**config.mk**
```make
export PLATFORM = sky130hd
export DESIGN_NAME = uart_tx_scheduler
export DESIGN_NICKNAME = d
export VERILOG_FILES = /design/src/rtl/uart_tx_scheduler.sv
export SDC_FILE = /design/constraint.sdc
export NUM_CORES = 1
export LEC_CHECK = 0
export BUFFER_PORTS_ARGS = -buffer_cell sky130_fd_sc_hd__buf_2
export CAP_MARGIN = 20
export CORE_UTILIZATION = 30
export DETAILED_ROUTE_END_ITERATION = 10
export SYNTH_ARGS = -nofsm -noshare
export SYNTH_HDL_FRONTEND = slang
export SYNTH_SLANG_ARGS = --single-unit
```
**constraint.sdc**
```tcl
create_clock -name clk -period 5.7 [get_ports clk]
set_input_delay 0.57 -clock clk [delete_from_list [all_inputs] [get_ports clk]]
set_output_delay 0.57 -clock clk [all_outputs]
set_load 0.01 [all_outputs]
```
**src/rtl/uart_tx_scheduler.sv**
```systemverilog
// Arbitrates one uarttx transmitter between a buffered keyboard byte stream and an
// auxiliary valid/ready source, pacing sends by counting baud ticks per frame.
module uart_tx_scheduler #(
    parameter int FIFO_DEPTH  = 4,
    parameter int FRAME_TICKS = 10,
    parameter int GAP_TICKS   = 0
) (
    input  logic       clk,
    input  logic       rst,
    input  logic       txclk_en,
    input  logic       kb_push,
    input  logic [7:0] kb_data,
    output logic       kb_overflow,
    input  logic       aux_valid,
    input  logic [7:0] aux_data,
    output logic       aux_ready,
    output logic       usend,
    output logic [7:0] ucode,
    output logic       busy
);
    localparam int PTR_W  = (FIFO_DEPTH > 1) ? $clog2(FIFO_DEPTH) : 1;
    localparam int CNT_W  = $clog2(FIFO_DEPTH) + 1;
    localparam int TICK_W = $clog2(FRAME_TICKS + GAP_TICKS + 2);
    localparam logic [TICK_W-1:0] WAIT_LOAD = TICK_W'(FRAME_TICKS + GAP_TICKS);
    localparam logic [CNT_W-1:0]  FULL_CNT  = CNT_W'(FIFO_DEPTH);

    typedef enum logic {IDLE, WAIT} state_t;
    typedef enum logic {SRC_KB, SRC_AUX} src_t;

    state_t            state_reg;
    src_t              last_grant_reg;
    logic [TICK_W-1:0] tick_cnt_reg;
    logic              usend_reg;
    logic [7:0]        ucode_reg;

    logic [7:0]        fifo_mem [FIFO_DEPTH];
    logic [PTR_W-1:0]  wr_ptr_reg;
    logic [PTR_W-1:0]  rd_ptr_reg;
    logic [CNT_W-1:0]  count_reg;
    logic [CNT_W-1:0]  count_next;

    logic fifo_empty;
    logic fifo_full;
    logic in_idle;
    logic grant_kb;
    logic grant_aux;
    logic pop;
    logic push_ok;

    assign fifo_empty = (count_reg == '0);
    assign fifo_full  = (count_reg == FULL_CNT);

    // A grant is only issued in IDLE and never while reset is held, so aux_ready
    // cannot promise a handshake that the reset would swallow.
    assign in_idle   = (state_reg == IDLE) && !rst;
    assign grant_kb  = in_idle && !fifo_empty && (!aux_valid || last_grant_reg == SRC_AUX);
    assign grant_aux = in_idle && aux_valid && (fifo_empty || last_grant_reg == SRC_KB);

    assign pop     = grant_kb;
    assign push_ok = kb_push && (!fifo_full || pop);

    always_comb begin
        count_next = count_reg;
        if (push_ok && !pop) begin
            count_next = count_reg + CNT_W'(1);
        end else if (pop && !push_ok) begin
            count_next = count_reg - CNT_W'(1);
        end
    end

    assign kb_overflow = !rst && kb_push && fifo_full && !pop;
    assign aux_ready   = grant_aux;
    assign usend       = usend_reg;
    assign ucode       = ucode_reg;
    assign busy        = (state_reg != IDLE);

    // Storage has no reset so it maps onto a RAM; a write to a full FIFO during a
    // pop lands in the slot being read, and the read still sees the old byte.
    always_ff @(posedge clk) begin
        if (push_ok) begin
            fifo_mem[wr_ptr_reg] <= kb_data;
        end
    end

    always_ff @(posedge clk) begin
        if (rst) begin
            state_reg      <= WAIT;
            tick_cnt_reg   <= WAIT_LOAD;
            last_grant_reg <= SRC_AUX;
            usend_reg      <= 1'b0;
            ucode_reg      <= 8'h00;
            wr_ptr_reg     <= '0;
            rd_ptr_reg     <= '0;
            count_reg      <= '0;
        end else begin
            usend_reg <= 1'b0;
            count_reg <= count_next;
            if (push_ok) begin
                wr_ptr_reg <= wr_ptr_reg + PTR_W'(1);
            end
            if (pop) begin
                rd_ptr_reg <= rd_ptr_reg + PTR_W'(1);
            end

            case (state_reg)
                IDLE: begin
                    if (grant_kb) begin
                        usend_reg      <= 1'b1;
                        ucode_reg      <= fifo_mem[rd_ptr_reg];
                        last_grant_reg <= SRC_KB;
                        tick_cnt_reg   <= WAIT_LOAD;
                        state_reg      <= WAIT;
                    end else if (grant_aux) begin
                        usend_reg      <= 1'b1;
                        ucode_reg      <= aux_data;
                        last_grant_reg <= SRC_AUX;
                        tick_cnt_reg   <= WAIT_LOAD;
                        state_reg      <= WAIT;
                    end
                end
                WAIT: begin
                    // The tick in the send cycle belongs to uarttx leaving its idle state.
                    if (txclk_en && !usend_reg) begin
                        if (tick_cnt_reg <= TICK_W'(1)) begin
                            tick_cnt_reg <= '0;
                            state_reg    <= IDLE;
                        end else begin
                            tick_cnt_reg <= tick_cnt_reg - TICK_W'(1);
                        end
                    end
                end
                default: begin
                    state_reg <= WAIT;
                end
            endcase
        end
    end
endmodule

```
Word-level counts from Yosys, hierarchy flattened
Memories as Yosys holds them, arrays and structs flattened. A register that Yosys moved wholly into a read port is not among the register bits.
Cells that the tools add are included.
Word-level totals
  memories: 1
  input port bits: 21
  RAM bits: 32
  output and inout port bits: 12
  word-level logic and storage cells: 68
  register bits after elaboration: 22
Memory list
  fifo_mem: depth 4, bits a word 8, rd ports 1, clocked after Yosys merged registers in 1, wr ports 1, RTL line 36  | logic [7:0] fifo_mem [FIFO_DEPTH];
Operators by class
  bitwise gates (word level): 2
  add/subtract/negate cells: 5
  mux-type cells: 20
  reduce and logical (&&, ||, !) cells: 28
  order comparisons: 1
  equality and inequality tests: 3
Operator list (number)
  2-to-1 mux 4 bit: 4
  2-to-1 mux 8 bit: 2
  logical AND 1 bit: 12
  2-to-1 mux 1 bit: 8
  one-hot mux 4 bit (2 select lines): 1
  zero test 1 bit: 7
  2-to-1 mux 3 bit: 2
  adder 2 x 1 -> 2 bit, second input constant: 2
  <= comparator 4 x 1 -> 1 bit, second input constant: 1
  2-to-1 mux 2 bit: 2
  AND reduction 2 bit: 2
  nonzero test 2 bit: 2
  subtractor 4 x 1 -> 4 bit, second input constant: 1
  adder 3 x 1 -> 3 bit, second input constant: 1
  == test 3 bit, second input constant: 1
  zero test 3 bit: 1
  logical OR 1 bit: 3
  inequality test 3 bit, second input constant: 1
  subtractor 3 x 1 -> 3 bit, second input constant: 1
  inequality test 2 x 1 -> 1 bit, second input constant: 1
  inverter 1 bit: 2
  one-hot mux 1 bit (2 select lines): 1
  OR reduction 2 bit: 1

Logic depth before layout (Yosys ltp)
Gate-level depths: netlist of run 1.
  depth after elaboration: 10
  gate-level depth with buffers: 10
  gate-level depth less buffers: 9

Least setup slack after synthesis of run 1
OpenSTA, ideal clock, no wires.
  path type: input to register
  from: input port rst
  to: register count_reg[2]
  library setup time: 0.070 ns
  arrival: 2.436 ns
  path slack: 3.193 ns
  stages on the path: 10
  path through: buf_2 > or2_1 > o211a_1 > nor2_1 > ha_1 > inv_1 > fa_1 > xor2_1 > or3_1 > a21oi_1
On the way
  word-level cells in the longest chain between the ends: 9
RTL lines
  from (decl): RTL line 9  | input logic rst,
  zero test 1 bit *: RTL line 55  | assign in_idle = (state_reg == IDLE) && !rst;
  logical AND 1 bit *: RTL line 55
  logical AND 1 bit * (2 in a row): RTL line 56  | assign grant_kb = in_idle && !fifo_empty && (!aux_valid || last_grant_reg == SRC_AUX);
  logical OR 1 bit *: RTL line 60  | assign push_ok = kb_push && (!fifo_full || pop);
  logical AND 1 bit *: RTL line 60
  named net push_ok: RTL line 48  | logic push_ok;
  zero test 1 bit: RTL line 66  | end else if (pop && !push_ok) begin
  logical AND 1 bit: RTL line 66
  nonzero test 2 bit (no source line)
  to (signal assigned): RTL line 97  | count_reg <= count_next;
  to (decl): RTL line 39  | logic [CNT_W-1:0] count_reg;
Mark *: on every way through the listed nets, which the timed path passes. The rest lies on a longest branch.
A chain may end at the register's enable or synchronous reset.

Worst setup path after layout of run 1
  from: input port rst
  to: register count_reg[2]
On the way
  word-level cells in the longest chain between the ends: 9
RTL lines (RTL line)
  zero test 1 bit: 55
  logical AND 1 bit: 55
  logical AND 1 bit (2 in a row): 56
  logical OR 1 bit: 60
  logical AND 1 bit: 60
  zero test 1 bit: 66
  logical AND 1 bit: 66
  nonzero test 2 bit (no source line)
Several ways; a longest one is shown, not always the timed one.

==> results of run 1 <==
==> cell usage after synthesis (2+ instances only) <==
master / number / area (sq um)
inv_1: 8 / 30.0
nor2_1: 18 / 67.6
mux4_2: 8 / 180
nor3_1: 3 / 15.0
nand2_1: 17 / 63.8
ha_1: 7 / 87.6
o211a_1: 2 / 20.0
o21ai_0: 4 / 20.0
nand2b_1: 2 / 12.5
dfxtp_1: 24 / 480
buf_2: 4 / 20.0
a311oi_1: 9 / 78.8
clkbuf_1: 2 / 7.51
edfxtp_1: 32 / 961
or3_1: 4 / 25.0
nand3b_1: 2 / 15.0
xor2_1: 2 / 17.5
nand3_1: 2 / 10.0
a21oi_1: 5 / 25.0
and3_1: 4 / 25.0
==> stage by stage <==
stage	util [%]	hold slack (ns)	instance area (sq um)	setup WS, ns	total power [mW]
finish	36.2	0.460	2670	2.84	0.783
floorplan	-	0.460	2330	3.19	0.535
global placement	34.9	0.466	2570	2.62	0.561
CTS	36.2	0.453	2670	2.86	0.791
detailed placement	34.9	0.467	2570	2.54	0.565
global route	36.2	0.452	2670	2.64	0.826
==> cells by family after synthesis <==
logic type	Yosys count	share of synthesized area (%)
simple gates	57	11.6
fa+ha+maj	8	4.62
compound gates	30	9.68
mux	9	8.17
buf+inv	16	2.85
flops	56	61.9
xor+xnor	3	1.13
==> layout by cell type (no fill, tap or decap), types with 3 or more instances in the layout <==
master    netlist  final
inv_1           8      8
buf_2           4     32
mux4_2          8      8
o21ai_0         4      4
ha_1            7      7
or3_1           4      4
edfxtp_1       32     32
and3_1          4      4
dfxtp_1        24     24
a21oi_1         5      5
nor3_1          3      3
clkbuf_8        0      5
nand2_1        17     17
a311oi_1        9      9
nor2_1         18     18
==> critical path, delay by kind of cell <==
family          cells  cell delay (ns)
buf+inv             2             0.45
fa+ha+maj           2             0.68
xor+xnor            1             0.16
compound gates      1             0.14
simple gates        3             1.10
==> where the power goes <==
part           switching [mW]  total [mW]  internal, mW  leakage (nW)
Sequential             0.0146       0.467         0.453         0.488
Combinational          0.0486      0.0871        0.0385         0.450
Clock                   0.139       0.228        0.0899        0.0487
Total                   0.202       0.783         0.581         0.988
==> final cells by class <==
class	instances	area [sq um]	area share, %
flip-flops and latches	56	1440	54.0
clock inverters	3	26.3	0.984
repair buffers	32	160	6.00
clock buffers	5	68.8	2.58
well taps	99	124	4.64
multi-input cells	107	820	30.7
inverters	8	30.0	1.12
==> metal layers <==
layer / track usage (%) / vias to the layer above
li1: - / 724
met1: 15.8 / 696
met2: 16.5 / 32
met3: 3.05 / 8
met4: 4.84 / 0
met5: 0 / -
==> path summary, 6_finish.rpt <==
kind / from / end / slack (ns) / depth (start not counted)
setup / recovery: rst / count_reg[2]$_SDFFE_PP0P_ / 2.84 / 9
hold / removal: kb_data[5] / fifo_mem[3][5]$_DFFE_PP_ / 0.46 / 1
setup reg to reg: count_reg[0]$_SDFFE_PP0P_ / count_reg[2]$_SDFFE_PP0P_ / 2.85 / 8
hold reg to reg: ucode[4]$_SDFFE_PP0P_ / ucode[4]$_SDFFE_PP0P_ / 0.48 / 2
==> summary.txt, run 1 <==
Run status
  • Outcome: finished, final reports clean

Place
  • Hpwl dp: 3.03 mm
  • Port bufs: 32
  • DP Cell Count: between 300 and 400
  • GP Congestion: 0.720

Routing
  • Metal2 WL: between 1.5 and 2 mm
  • Post-route ant nets: 0
  • Top routing layer used: met4
  • Met1 WL: 2.18 mm
  • Vias: 1460
  • First DRT Iteration DRCs: 50
  • # DRC: 0
  • DR WL met3: 173 um
  • Routed WL: about 4.3 mm
  • Avg WL per Cell: 14.0 um
  • Routed vias/inst: 4.71
  • TritonRoute pass-1 iters: 4

Worst setup path
  • Critical path cell sequence: buf_2 -> or2_1 -> or3b_1 -> ha_1 -> inv_1 -> fa_1 -> xor2_1 -> or3_1 -> a21oi_1
  • Worst path required time: 5.95 ns
  • Critical Path Sink Type: register
  • Critical path's slowest cell: or3b_1
  • Critical path class: in -> reg
  • Slowest stage delay, CP: 0.55 ns
  • CP Max Fanout: 25
  • CP Data Arrival Time: about 3.1 ns
  • Setup crit start kind: input pin

Floorplan
  • IO Pins: 33
  • Die W: 90.1 um
  • Num rows: 31
  • Die Y: between 90 and 100 um
  • Starting Density: 31.6%
  • Die area: roughly 8100 sq um
  • Core area: 7370 sq um

STA
  • Slew Limit Fails: 0
  • Final Skew: 0.00859 ns
  • RSZ-0062 raised after global routing: false
  • Final hold vios: 0
  • FMAX: 350 MHz
  • Final-report setup violation count: 0
  • Max_slew headroom: 56.5%
  • Slew @ Worst Pin: 0.652 ns
  • Setup TNS: 0 ns
  • Tmin final: 2.86 ns
  • Final Cycle Share: around 50%

Global route
  • First-pass GRT wire length: 7.13 mm
  • Vias in the first global route: 1401
  • Gr ovfl total: 0
  • Largest net degree at the start of global routing: 26
  • Initial antenna violation count: 0
  • Tot GR Track Use: 11.3%

Clocking
  • Clock buffer count from CTS: 5
  • Root buf cell: clkbuf_8
  • Post-CTS Setup Bufs: 0
  • PostCTS Resize Cnt: 0
  • CTS tree: yes
  • Reg clk slew, reported paths: 0.11 ns
  • Clock Latency Late Sink: ~0.32 ns
  • CTS H-tree depth: 2
  • Hold_buf cts: 0
  • Clock Sinks: 56
  • Clock buffer depth: 2

Synth
  • Synthesized net count: 208
  • Ys flop type: edfxtp_1
  • Synth unique cells: 40
  • Synth Cell Area: 2330 sq um
  • Cell count after synthesis: 179
  • Post-synth EDFFs: 32
  • Asr flop ratio synth: 0%
  • Synth warnings: 0
  • Syn Area/Cell: 13.0 sq um
  • Sequential element share of the synthesized area: 61.9%
  • FF+latch count, synth: 56

Worst hold path
  • HP Class: in -> reg

Finish
  • Max reg flops: 32
  • Ant diodes: 0
  • Final cell count without fillers: between 300 and 400
  • Area Growth Syn to Fin: 14.7%
  • Nets@finish: between 200 and 250
  • Filler cells: 742
  • Layout cells sized above 1: approximately a quarter

Flow run
  • Total of max-cap violations: 0

Power and ir drop
  • Static leakage: 0.988 nW
  • Pwr Density: 293 nW/um^2
  • Peak supply drop: between 0.1 and 0.15 mV
(Power assumes the default switching activity.)
==> inputs of run 2 (changes only) <==
==> constraint.sdc (replaced) <==
create_clock -name clk -period 2.49 [get_ports clk]
set_input_delay 0.249 -clock clk [delete_from_list [all_inputs] [get_ports clk]]
set_output_delay 0.249 -clock clk [all_outputs]
set_load 0.01 [all_outputs]
==> run 2 against run 1 <==
Against the previous run: clock skew increased by 0.0022 ns; sequential power rose by 130%; routed wire length is 2.5% higher; non-clock buffer count increased by 3; critical path depth is the same; cell count rose by 0.97%; power up 130%; via count up 0.34%.
==> summary.txt, run 2 (synthesis gave the netlist of run 1 again) <==
Worst setup path
  • Worst reg-to-reg path cell count: 9
  • Critical path cell sequence: or2_1 -> o211a_1 -> nor2_1 -> ha_1 -> inv_1 -> fa_1 -> xor2_1 -> or3_1 -> a21oi_1
  • CP Data Arrival Time: 2.58 ns
  • Slowest stage delay, CP: 0.39 ns
  • Setup crit start kind: register
  • RR Endpoint: count_reg[2]$_SDFFE_PP0P_
  • Worst path required time: 2.73 ns
  • Critical path class: reg -> reg
  • FF-to-FF Start: busy$_SDFF_PP1_
  • CP Max Fanout: 9
  • FF-to-FF setup slack: 0.16 ns
  • Critical Path Sink Type: register
  • Critical path's slowest cell: dfxtp_1

Power and ir drop
  • Net Sw Frac: about 25%
  • Clock network fraction of design power: 28.1%
  • Cell-internal power: about 1.3 mW
  • Psw: between 0.4 and 0.5 mW
  • Seq pwr share: 60.6%
  • Static leakage: around 0.99 nW
  • Logic gate share of total power: a little under an eighth
  • Pwr Density: 657 nW/um^2
  • Peak supply drop: 0.265 mV

Place
  • Placement Setup Slack: 0.199 ns
  • GP Congestion: ~0.76
  • DP Cell Count: 305
  • Port bufs: 32
  • Hpwl dp: between 3 and 4 mm

STA
  • Hold WS: around 0.15 ns
  • Max_slew headroom: 62.8%
  • Slew Limit Fails: 0
  • Final hold vios: 0
  • Final-report setup violation count: 0
  • FMAX: around 430 MHz
  • Setup TNS: 0 ns
  • Setup slack after layout: 0.157 ns
  • RSZ-0062 raised after global routing: false
  • Final Skew: 0.0108 ns
  • Slew @ Worst Pin: 0.557 ns
  • Tmin final: 2.33 ns
  • Final Cycle Share: 93.7%

Clocking
  • Hold_buf cts: 0
  • Post-CTS Setup Bufs: 0
  • Clock buffer depth: 2
  • Root buf cell: clkbuf_8
  • PostCTS Resize Cnt: 0
  • Clock Latency Late Sink: 0.30 ns
  • CTS tree: yes
  • CTS H-tree depth: 2
  • Reg clk slew, reported paths: 0.10 ns
  • Clock buffer count from CTS: 5
  • Clock Sinks: 56

Global route
  • Largest net degree at the start of global routing: 25
  • Gr ovfl total: 0
  • Initial antenna violation count: 0
  • Vias in the first global route: between 1k and 1.5k
  • First-pass GRT wire length: 7.29 mm
  • Tot GR Track Use: 11.5%

Worst hold path
  • HP Class: in -> reg
  • Hold Path Depth: 1
  • Hold path start: kb_data[4]
  • Hold Path End: fifo_mem[2][4]$_DFFE_PP_

Finish
  • Nets@finish: 242
  • Layout cells sized above 1: 24.8%
  • Final cell count without fillers: roughly 310
  • Register Area: 1440 sq um
  • Max reg flops: 32
  • Commonest cells after routing, fill and taps aside: 32 x edfxtp_1, 32 x buf_2, 24 x dfxtp_1
  • Filler cells: 738
  • Ant diodes: 0
  • Area Growth Syn to Fin: 15.5%
  • Multi-input logic area: 820 sq um

Floorplan
  • IO Pins: 33
  • Die W: around 90 um
  • Die Y: about 90 um
  • Die area: around 8100 sq um
  • Num rows: 31
  • Starting Density: a little under a third
  • Core area: 7370 sq um

Run status
  • Outcome: finished, final reports clean

Routing
  • Routed vias/inst: around 4.7
  • Post-route ant nets: 0
  • First DRT Iteration DRCs: 35
  • # DRC: 0
  • TritonRoute pass-1 iters: 4
  • Avg WL per Cell: 14.2 um
  • Vias: 1465
  • Routed WL: 4.44 mm

Flow run
  • Total of max-cap violations: 0
[run 2: cell types whose count changed in the layout (fill, tap and decap cells not counted), sizes merged]
cell	before	now
buf	32	35
clkinv	2	0
clkinvlp	0	2
[run 2: worst max path at each step]
stage                              start                        end  slack (ns)  depth (start not counted)
3_3_place_gp             busy$_SDFF_PP1_  count_reg[2]$_SDFFE_PP0P_        0.24                          9
3_5_place_dp             busy$_SDFF_PP1_  count_reg[2]$_SDFFE_PP0P_        0.20                          9
5_1_grt                  busy$_SDFF_PP1_  count_reg[2]$_SDFFE_PP0P_        0.05                          9
6_report                 busy$_SDFF_PP1_  count_reg[2]$_SDFFE_PP0P_        0.16                          9
4_1_cts                  busy$_SDFF_PP1_  count_reg[2]$_SDFFE_PP0P_        0.17                          9
2_1_floorplan  count_reg[1]$_SDFFE_PP0P_  count_reg[2]$_SDFFE_PP0P_        0.15                          9
[run 2: final cells by class]
cell class | instances | share of cell area (%)
Sequential cell | 56 | 53.6
Tap cell | 99 | 4.61
Multi-Input combinational cell | 107 | 30.5
Clock inverter | 3 | 0.791
Timing Repair Buffer | 35 | 6.80
Inverter | 8 | 1.12
Clock buffer | 5 | 2.56
[run 2: stage by stage]
step                instance area [sq um]  total power [mW]  utilization (%)
finish                               2690              1.77             36.5
global route                         2690              1.86             36.5
CTS                                  2690              1.79             36.5
detailed placement                   2600              1.29             35.2
global placement                     2600              1.29             35.2
floorplan                            2330              1.22                -
[run 2: power by group through the flow]
stage	Clock, mW	Sequential [mW]	Combinational, mW
global placement	0	1.09	0.197
detailed placement	0	1.09	0.200
finish	0.495	1.07	0.200
CTS	0.513	1.07	0.203
global route	0.552	1.08	0.226
floorplan	0	1.08	0.141
[run 2: critical path: cells and delay by family, from the launching register on]
| family | cells | cell delay (ns) |
|---|---|---|
| flops | 1 | 0.39 |
| buf+inv | 1 | 0.06 |
| fa+ha+maj | 2 | 0.56 |
| compound gates | 2 | 0.40 |
| xor+xnor | 1 | 0.15 |
| simple gates | 3 | 0.70 |
[run 2: metal layers]
| layer | track usage, % | routed length (um) | part of all wire [%] |
|---|---|---|---|
| met1 | 15.3 | 2120 | 48 |
| met3 | 3.05 | 189 | 4.3 |
| met4 | 3.63 | 30 | 0.68 |
| met2 | 18.3 | 2100 | 47 |
| met5 | 0 | 0 | 0 |
